[src/rtl/keypad_digit_loader.sv]
// Keypad front end for the microwave timer: debounces digit/start/stop keys,
// shifts BCD digits into the counter and sequences run, pause and cancel.
module keypad_digit_loader #(
  parameter int DEBOUNCE_CYCLES = 4,
  parameter int MAX_DIGITS      = 3
) (
  input  logic       CLK,
  input  logic       clear,
  input  logic [9:0] digit_keys,
  input  logic       start_key,
  input  logic       stop_key,
  input  logic       timer_done,
  output logic [3:0] data,
  output logic       load_strobe,
  output logic       loadn,
  output logic       enable,
  output logic       counter_clearn,
  output logic [1:0] digit_count
);

  localparam int            CW         = $clog2(DEBOUNCE_CYCLES + 1);
  localparam logic [CW-1:0] DEB_MAX    = CW'(DEBOUNCE_CYCLES);
  localparam logic [1:0]    COUNT_MAX  = 2'(MAX_DIGITS);
  localparam logic [3:0]    CODE_START = 4'd10;
  localparam logic [3:0]    CODE_STOP  = 4'd11;
  localparam logic [3:0]    CODE_NONE  = 4'd15;

  typedef enum logic [2:0] {IDLE, PRESENT, STROBE, HOLD, RUN, PAUSE} state_t;

  logic [11:0]   key_lines;
  logic [3:0]    hit_count;
  logic [3:0]    code_enc, code_q, code_prev;
  logic [CW-1:0] cnt_q, cnt_d;
  logic          reach, armed, accept;
  logic          is_digit, is_start, is_stop;

  state_t        state_q, state_d;
  logic [3:0]    data_d;
  logic          strobe_d, loadn_d, enable_d, clearn_d;
  logic [1:0]    count_d, count_inc;

  assign key_lines = {stop_key, start_key, digit_keys};

  // Multiple simultaneous keys collapse to NONE so they can never be accepted.
  always_comb begin
    hit_count = '0;
    code_enc  = CODE_NONE;
    for (int i = 0; i < 12; i++) begin
      if (key_lines[i]) begin
        hit_count = hit_count + 4'd1;
        code_enc  = 4'(i);
      end
    end
    if (hit_count != 4'd1) code_enc = CODE_NONE;
  end

  always_comb begin
    if (code_q != code_prev)   cnt_d = CW'(1);
    else if (cnt_q == DEB_MAX) cnt_d = cnt_q;
    else                       cnt_d = cnt_q + CW'(1);
  end

  // reach fires only on the cycle the run length first hits DEBOUNCE_CYCLES.
  assign reach    = (cnt_d == DEB_MAX) && ((code_q != code_prev) || (cnt_q != DEB_MAX));
  assign accept   = reach && armed && (code_q != CODE_NONE);
  assign is_digit = accept && (code_q <= 4'd9);
  assign is_start = accept && (code_q == CODE_START);
  assign is_stop  = accept && (code_q == CODE_STOP);

  // NOTE: sequential state uses non-blocking assignments so every register
  // samples pre-edge values regardless of process ordering.
  always_ff @(posedge CLK or posedge clear) begin
    if (clear) begin
      code_q    <= CODE_NONE;
      code_prev <= CODE_NONE;
      cnt_q     <= '0;
      armed     <= 1'b1;
    end else begin
      code_q    <= code_enc;
      code_prev <= code_q;
      cnt_q     <= cnt_d;
      if (reach) armed <= (code_q == CODE_NONE);
    end
  end

  assign count_inc = (digit_count >= COUNT_MAX) ? digit_count : digit_count + 2'd1;

  // NOTE: every signal gets a default first so no path leaves one unassigned
  // and no latch is inferred.
  always_comb begin
    state_d  = state_q;
    data_d   = data;
    strobe_d = 1'b0;
    loadn_d  = loadn;
    enable_d = enable;
    clearn_d = 1'b1;
    count_d  = digit_count;
    unique case (state_q)
      IDLE: begin
        loadn_d  = 1'b0;
        enable_d = 1'b0;
        if (is_digit) begin
          data_d  = code_q;
          state_d = PRESENT;
        end else if (is_start && digit_count != 2'd0) begin
          loadn_d  = 1'b1;
          enable_d = 1'b1;
          state_d  = RUN;
        end else if (is_stop) begin
          clearn_d = 1'b0;
          count_d  = '0;
        end
      end
      PRESENT: begin
        strobe_d = 1'b1;
        count_d  = count_inc;
        state_d  = STROBE;
      end
      STROBE: state_d = HOLD;
      HOLD:   state_d = IDLE;
      RUN: begin
        if (timer_done) begin
          loadn_d  = 1'b0;
          enable_d = 1'b0;
          count_d  = '0;
          state_d  = IDLE;
        end else if (is_stop) begin
          enable_d = 1'b0;
          state_d  = PAUSE;
        end
      end
      PAUSE: begin
        if (is_start) begin
          enable_d = 1'b1;
          state_d  = RUN;
        end else if (is_stop) begin
          clearn_d = 1'b0;
          loadn_d  = 1'b0;
          count_d  = '0;
          state_d  = IDLE;
        end
      end
      default: state_d = IDLE;
    endcase
  end

  always_ff @(posedge CLK or posedge clear) begin
    if (clear) begin
      state_q        <= IDLE;
      data           <= '0;
      load_strobe    <= 1'b0;
      loadn          <= 1'b0;
      enable         <= 1'b0;
      counter_clearn <= 1'b1;
      digit_count    <= '0;
    end else begin
      state_q        <= state_d;
      data           <= data_d;
      load_strobe    <= strobe_d;
      loadn          <= loadn_d;
      enable         <= enable_d;
      counter_clearn <= clearn_d;
      digit_count    <= count_d;
    end
  end

endmodule

[config.mk]
export PLATFORM = sky130hd
export DESIGN_NAME = keypad_digit_loader
export DESIGN_NICKNAME = d
export VERILOG_FILES = /design/src/rtl/keypad_digit_loader.sv
export SDC_FILE = /design/constraint.sdc
export NUM_CORES = 1
export LEC_CHECK = 0
export BUFFER_PORTS_ARGS = -buffer_cell sky130_fd_sc_hd__buf_2
export CAP_MARGIN = 20
export CORE_MARGIN = 5
export CORE_UTILIZATION = 59
export CTS_CLUSTER_DIAMETER = 100
export DETAILED_ROUTE_END_ITERATION = 8
export PLACE_DENSITY = 0.8
export SKIP_LAST_GASP = 1
export SLEW_MARGIN = 5
export SYNTH_ARGS = -nofsm -noshare
export SYNTH_HDL_FRONTEND = slang
export SYNTH_SLANG_ARGS = --single-unit
[constraint.sdc]
create_clock -name CLK -period 3.05 [get_ports CLK]
set_input_delay 0.4575 -clock CLK [delete_from_list [all_inputs] [get_ports CLK]]
set_output_delay 0.4575 -clock CLK [all_outputs]
set_load 0.005 [all_outputs]
==> results of run 1 <==
==> final timing paths <==
kind                                         endpoint  slack, ns
max                               code_q[2]$_DFF_PP1_      -3.09
max in group asynchronous          cnt_q[1]$_DFF_PP0_       2.15
min in group CLK               code_prev[2]$_DFF_PP1_       0.42
min                               data[0]$_DFFE_PP0P_       0.36
min reg2reg                    code_prev[2]$_DFF_PP1_       0.42
max reg2reg                digit_count[0]$_DFFE_PP0P_       0.42
==> critical path, delay by kind of cell <==
kind	cells	cell delay, ns
buffers and inverters	5	0.37
AOI/OAI and AO/OA	10	0.97
xor gates and xnor gates	1	0.11
muxes	3	0.84
adders and majority gates	10	2.54
and+or+nand+nor	8	1.04
==> timing repair <==
item,CTS,global route
endpoints found under the setup margin,4,4
resized for setup,15,6
setup buffers,10,4
pin swaps,15,1
==> metrics by stage <==
stage / area [sq um] / hold WS, ns
final: 3231 / 0.3600
after global routing: 3231 / 0.4240
after CTS: 3163 / 0.3868
after detailed placement: 2968 / 0.3989
after global placement: 2968 / 0.3941
after floorplan: 2450 / 0.3818
==> cell families after synthesis <==
logic type / Yosys count / share of synthesized area
fa+ha+maj: 16 / 0.08864
flops: 25 / 0.2825
simple gates: 94 / 0.2055
xor+xnor: 36 / 0.1812
compound gates: 43 / 0.1280
mux: 13 / 0.06205
buf+inv: 29 / 0.05208
==> cell type report <==
| cell class | instances | area, sq um | area share |
|---|---|---|---|
| clock buffer | 3 | 41.29 | 0.01278 |
| clock inverter | 1 | 5.005 | 0.001549 |
| inverter | 17 | 80.08 | 0.02479 |
| multi-input combinational | 202 | 1769 | 0.5476 |
| sequential | 25 | 638.1 | 0.1975 |
| tap | 48 | 60.06 | 0.01859 |
| timing repair buffer | 90 | 636.9 | 0.1971 |
==> sequential cells by signal, indices dropped and copies added, names as in the netlist <==
| signal | flops |
|---|---|
| loadn | 1 |
| counter_clearn | 1 |
| enable | 1 |
| data | 4 |
| load_strobe | 1 |
| state_q | 3 |
| code_q | 4 |
| armed | 1 |
| cnt_q | 3 |
| code_prev | 4 |
| digit_count | 2 |
==> routing by layer <==
metal / global-route usage / vias to the layer above / part of all wire
li1: - / 1054 / -
met1: 0.2296 / 1050 / 0.41
met2: 0.4224 / 41 / 0.54
met3: 0.01823 / 10 / 0.027
met4: 0.07933 / 0 / 0.018
met5: 0 / - / 0
==> synth_stat cells (all sizes together) (2+ instances only) <==
library cell,number
nand4,4
nand2b,5
or2,5
mux2,8
nor2,19
a21oi,12
o21ai,5
xnor3,5
o31ai,5
xnor2,19
o21bai,3
clkbuf,7
a21boi,2
nand3,10
a21o,2
ha,16
dfrtp,15
nand2,29
a31oi,5
buf,5
xor2,11
inv,16
nor2b,2
dfstp,10
and2,3
nor3,8
o41ai,2
mux2i,5
nor4,2
==> power by group through the flow <==
stage          Clock (mW)  Combinational, mW  Sequential (mW)
6_report            0.197               1.78            0.526
3_5_place_dp            0               1.51            0.531
3_3_place_gp            0               1.45            0.526
2_1_floorplan           0               1.09            0.482
5_1_grt             0.215               1.95            0.545
4_1_cts             0.199               1.68            0.525
==> results.toml, run 1 <==
[status]
outcome = "complete, but fails checks"
violations = "negative setup slack"

[cells_and_area]
area_delta_synth_final_pct = 43.05
layout-drive-gt1-share = 0.4467
nets = 370
diodes = 0
instances_no_fill = 386
finalCoreUtilization = 0.8758
n_fill_cell = 189
mostFrequentLayoutCell = "buf_4"
mostFrequentLayoutCells = "buf_4 (66), nand2_1 (25), buf_2 (22)"

[grt]
grt_pass1_vias = 2203
grt_first_pass_wirelength_um = 9087
grt_max_degree = 26
antenna_found_initial = 0
grt_overflow = 0
grt_use_total = 0.2131

[yosys]
synthCells = 256
async_flop_share = 1.000
syn_area_per_cell_sq_um = 8.822
netlist_area_sq_mm = 0.002258
synth_area_leaders = "dfrtp_1 (17%), dfstp_2 (12%), ha_1 (8.9%)"
ys_ff_latch = 25
yosysTopAreaCell = "dfrtp_1"
synth_nets = 287
ys_warn_count = 0
synth_top_flop_cell = "dfrtp_1"
yosysSeqAreaShare = 0.2825
ys_types = 52
synth.top_cell.area_share = 0.1662
synth_edf_count = 0

[critical_path]
critPathLaunchType = "input port"
reg2reg_depth = 8
worstSetupEndpointType = "flip-flop"
r2r-start = "code_q[0]$_DFF_PP1_"
crit_fanout = 3
worstPathArrival_ns = 6.35
crit_required_ns = 3.26
crit_type = "input port to flip-flop"
crit_top_cell = "ha_4"
startpoint = "digit_keys[1]"
critPathMaxStageDelay_ns = 0.36
critPathSlowestCell = "or3b_1"

[die]
die_h_um = 71.87
start_util = 0.6123
rows = 22
io_pins = 25
die_x_um = 71.87
core_sq_mm = 0.003689
die_area_sq_mm = 0.005165

[clock_tree]
clock-sinks = 25
insertion_delay_ns = 0.28
cts_buffers = 3
postCtsHoldBufs = 0
cts_root_buf = "clkbuf_8"
cts_tree = "done"
htree_levels = 1
clock_path_buffers = 2
clkSlewWorstSetupHoldPaths_ns = 0.09

[sta]
maxSlewHeadroom = 0.4082
rsz0062_at_grt = "yes"
drv_slew = 0
layout_setup_ws_ns = -3.089
fin_skew_ns = 0.005655
fin_crit_sh = 2.013
worst_slew_pin_slew_ns = 0.8867
finalHoldViolations = 0
final.min_clock_period_ns = 6.139
setup_viol = 4
fmax_mhz = 162.9
setup_tns_ns = -12.22

[route]
drtIter0Drc = 92
num_vias = 2155
drc_errors = 0
firstDrtPassIters = 4
wl_per_cell_um = 14.40
ant_nets = 0
wl_um = 5559
via_per_inst = 5.583

[placed_design]
pre_cts_ws_ns = -3.796
place.gp.congestion = 0.7828
io_buffers = 24
place_hpwl_um = 3968
placedCellCount = 368

[power_and_ir_drop]
cellPowerDensity_mw_per_mm2 = 775.1
comb_power_share = 0.711
power.share.clock = 0.079
internal_power_mw = 1.521
switching_share = 0.3926
total_power_mw = 2.504
pwr-share-seq = 0.210
p_leak_nw = 1.537
switching_power_mw = 0.9830
peakVddDrop_uv = 612.1

[min_path]
hp-class = "input port to async pin"

[run]
drv_cap = 0
Power figures use the tool's default switching activity.
==> run 2, diff against run 1 <==
CORE_UTILIZATION = 60   (was 59)
CTS_BUF_LIST = sky130_fd_sc_hd__clkbuf_8   (was unset)
PLACE_DENSITY = 0.81   (was 0.8)
==> results.toml, run 2 (same netlist as run 1, synthesis figures left out) <==
[route]
ant_nets = 0
wl_um = 6692
wl_per_cell_um = 17.25
firstDrtPassIters = 4
drtIter0Drc = 243
num_vias = 2273
drc_errors = 0
via_per_inst = 5.858

[die]
rows = 22
die_h_um = 71.35
die_x_um = 71.35
core_sq_mm = 0.003661
start_util = 0.6169
die_area_sq_mm = 0.005091
io_pins = 25

[critical_path]
crit_required_ns = 3.24
critPathSlowestCell = "or3b_4"
critPathLaunchType = "input port"
reg2reg_slack_ns = 0.24
worstSetupEndpointType = "flip-flop"
reg2reg_to = "digit_count[1]$_DFFE_PP0P_"
worstPathArrival_ns = 6.49
crit_type = "input port to flip-flop"
crit_top_cell = "ha_4"
reg2reg_depth = 8
critPathMaxStageDelay_ns = 0.39
crit_fanout = 3
r2r-start = "code_q[0]$_DFF_PP1_"

[sta]
maxSlewHeadroom = 0.3967
finalHoldViolations = 0
fmax_mhz = 158.8
setup_tns_ns = -12.83
fin_skew_ns = 0.001155
hold_ws_ns = 0.3666
final.min_clock_period_ns = 6.297
drv_slew = 0
fin_crit_sh = 2.065
setup_viol = 4
worst_slew_pin_slew_ns = 0.9040
layout_setup_ws_ns = -3.247
rsz0062_at_grt = "yes"

[cells_and_area]
diodes = 0
area_delta_synth_final_pct = 44.38
mostFrequentLayoutCells = "buf_4 (68), nand2_1 (25), buf_2 (22)"
instances_no_fill = 388
top_regs = "code_prev (4), code_q (4), data (4)"
nets = 372
finalCoreUtilization = 0.8906
design_area_sq_mm = 0.003261
layout-drive-gt1-share = 0.4559
mostFrequentLayoutCell = "buf_4"

[grt]
grt_first_pass_wirelength_um = 10430
grt_use_total = 0.2523
antenna_found_initial = 0
grt_overflow = 0
grt_max_degree = 26
grt_pass1_vias = 2333

[clock_tree]
cts_buffers = 3
htree_levels = 1
postCtsHoldBufs = 0
insertion_delay_ns = 0.27
cts_root_buf = "clkbuf_8"
cts_tree = "done"
clkSlewWorstSetupHoldPaths_ns = 0.08
clock-sinks = 25
clock_path_buffers = 2

[placed_design]
io_buffers = 24
place.gp.congestion = 0.8243
place_hpwl_um = 4122
pre_cts_ws_ns = -3.788
place_area_sq_mm = 0.002930
placedCellCount = 363

[min_path]
hp-class = "input port to async pin"

[power_and_ir_drop]
cellPowerDensity_mw_per_mm2 = 830.9
total_power_mw = 2.709
peakVddDrop_uv = 683.1
p_leak_nw = 1.541

[run]
drv_cap = 0

[status]
outcome = "complete, but fails checks"
violations = "negative setup slack"
[run 2: worst max path at each step]
stage / to / cells after the start / slack (ns) / startpoint
finish: code_q[2]$_DFF_PP1_ / 36 / -3.25 / digit_keys[0]
floorplan: code_q[2]$_DFF_PP1_ / 36 / -3.54 / digit_keys[1]
detailed placement: code_q[2]$_DFF_PP1_ / 37 / -3.79 / digit_keys[1]
CTS: code_q[0]$_DFF_PP1_ / 37 / -3.18 / digit_keys[0]
global placement: code_q[2]$_DFF_PP1_ / 37 / -3.64 / digit_keys[1]
global route: code_q[2]$_DFF_PP1_ / 37 / -3.44 / digit_keys[1]
[run 2: timing repair]
action	in CTS	in global routing
buffers inserted	16	6
pin swaps	12	10
hold endpoints to repair	0	0
gates resized for setup	15	9
setup endpoints to repair	4	6
[run 2: routing by layer]
| metal | wire length (um) | up-vias | GRT usage | part of all wire |
|---|---|---|---|---|
| li1 | - | 1062 | - | - |
| met1 | 2440 | 1092 | 0.2715 | 0.36 |
| met2 | 3692 | 98 | 0.4847 | 0.55 |
| met3 | 357 | 21 | 0.02384 | 0.053 |
| met4 | 202 | 0 | 0.1232 | 0.030 |
| met5 | 0 | - | 0 | 0 |
[run 2: area by class of cell]
| type | instances | area [sq um] |
|---|---|---|
| inverter | 17 | 80.08 |
| tap | 48 | 60.06 |
| clock buffer | 3 | 41.29 |
| clock inverter | 1 | 3.754 |
| fill | 171 | 400.4 |
| sequential | 25 | 638.1 |
| multi-input combinational | 202 | 1782 |
| timing repair buffer | 92 | 655.6 |
[run 2: power by group]
group / switching, mW / leakage, nW / internal, mW
Clock: 0.107 / 0.0269 / 0.0904
Sequential: 0.108 / 0.305 / 0.425
Combinational: 0.884 / 1.21 / 1.09
[run 2: critical path, delay by kind of cell]
family	cells	cell delay (ns)
buffers and inverters	3	0.25
multiplexers	3	0.84
AND/OR/NAND/NOR	10	1.40
adder cells (fa/ha/maj)	10	2.48
AO/OA/AOI/OAI	10	1.04
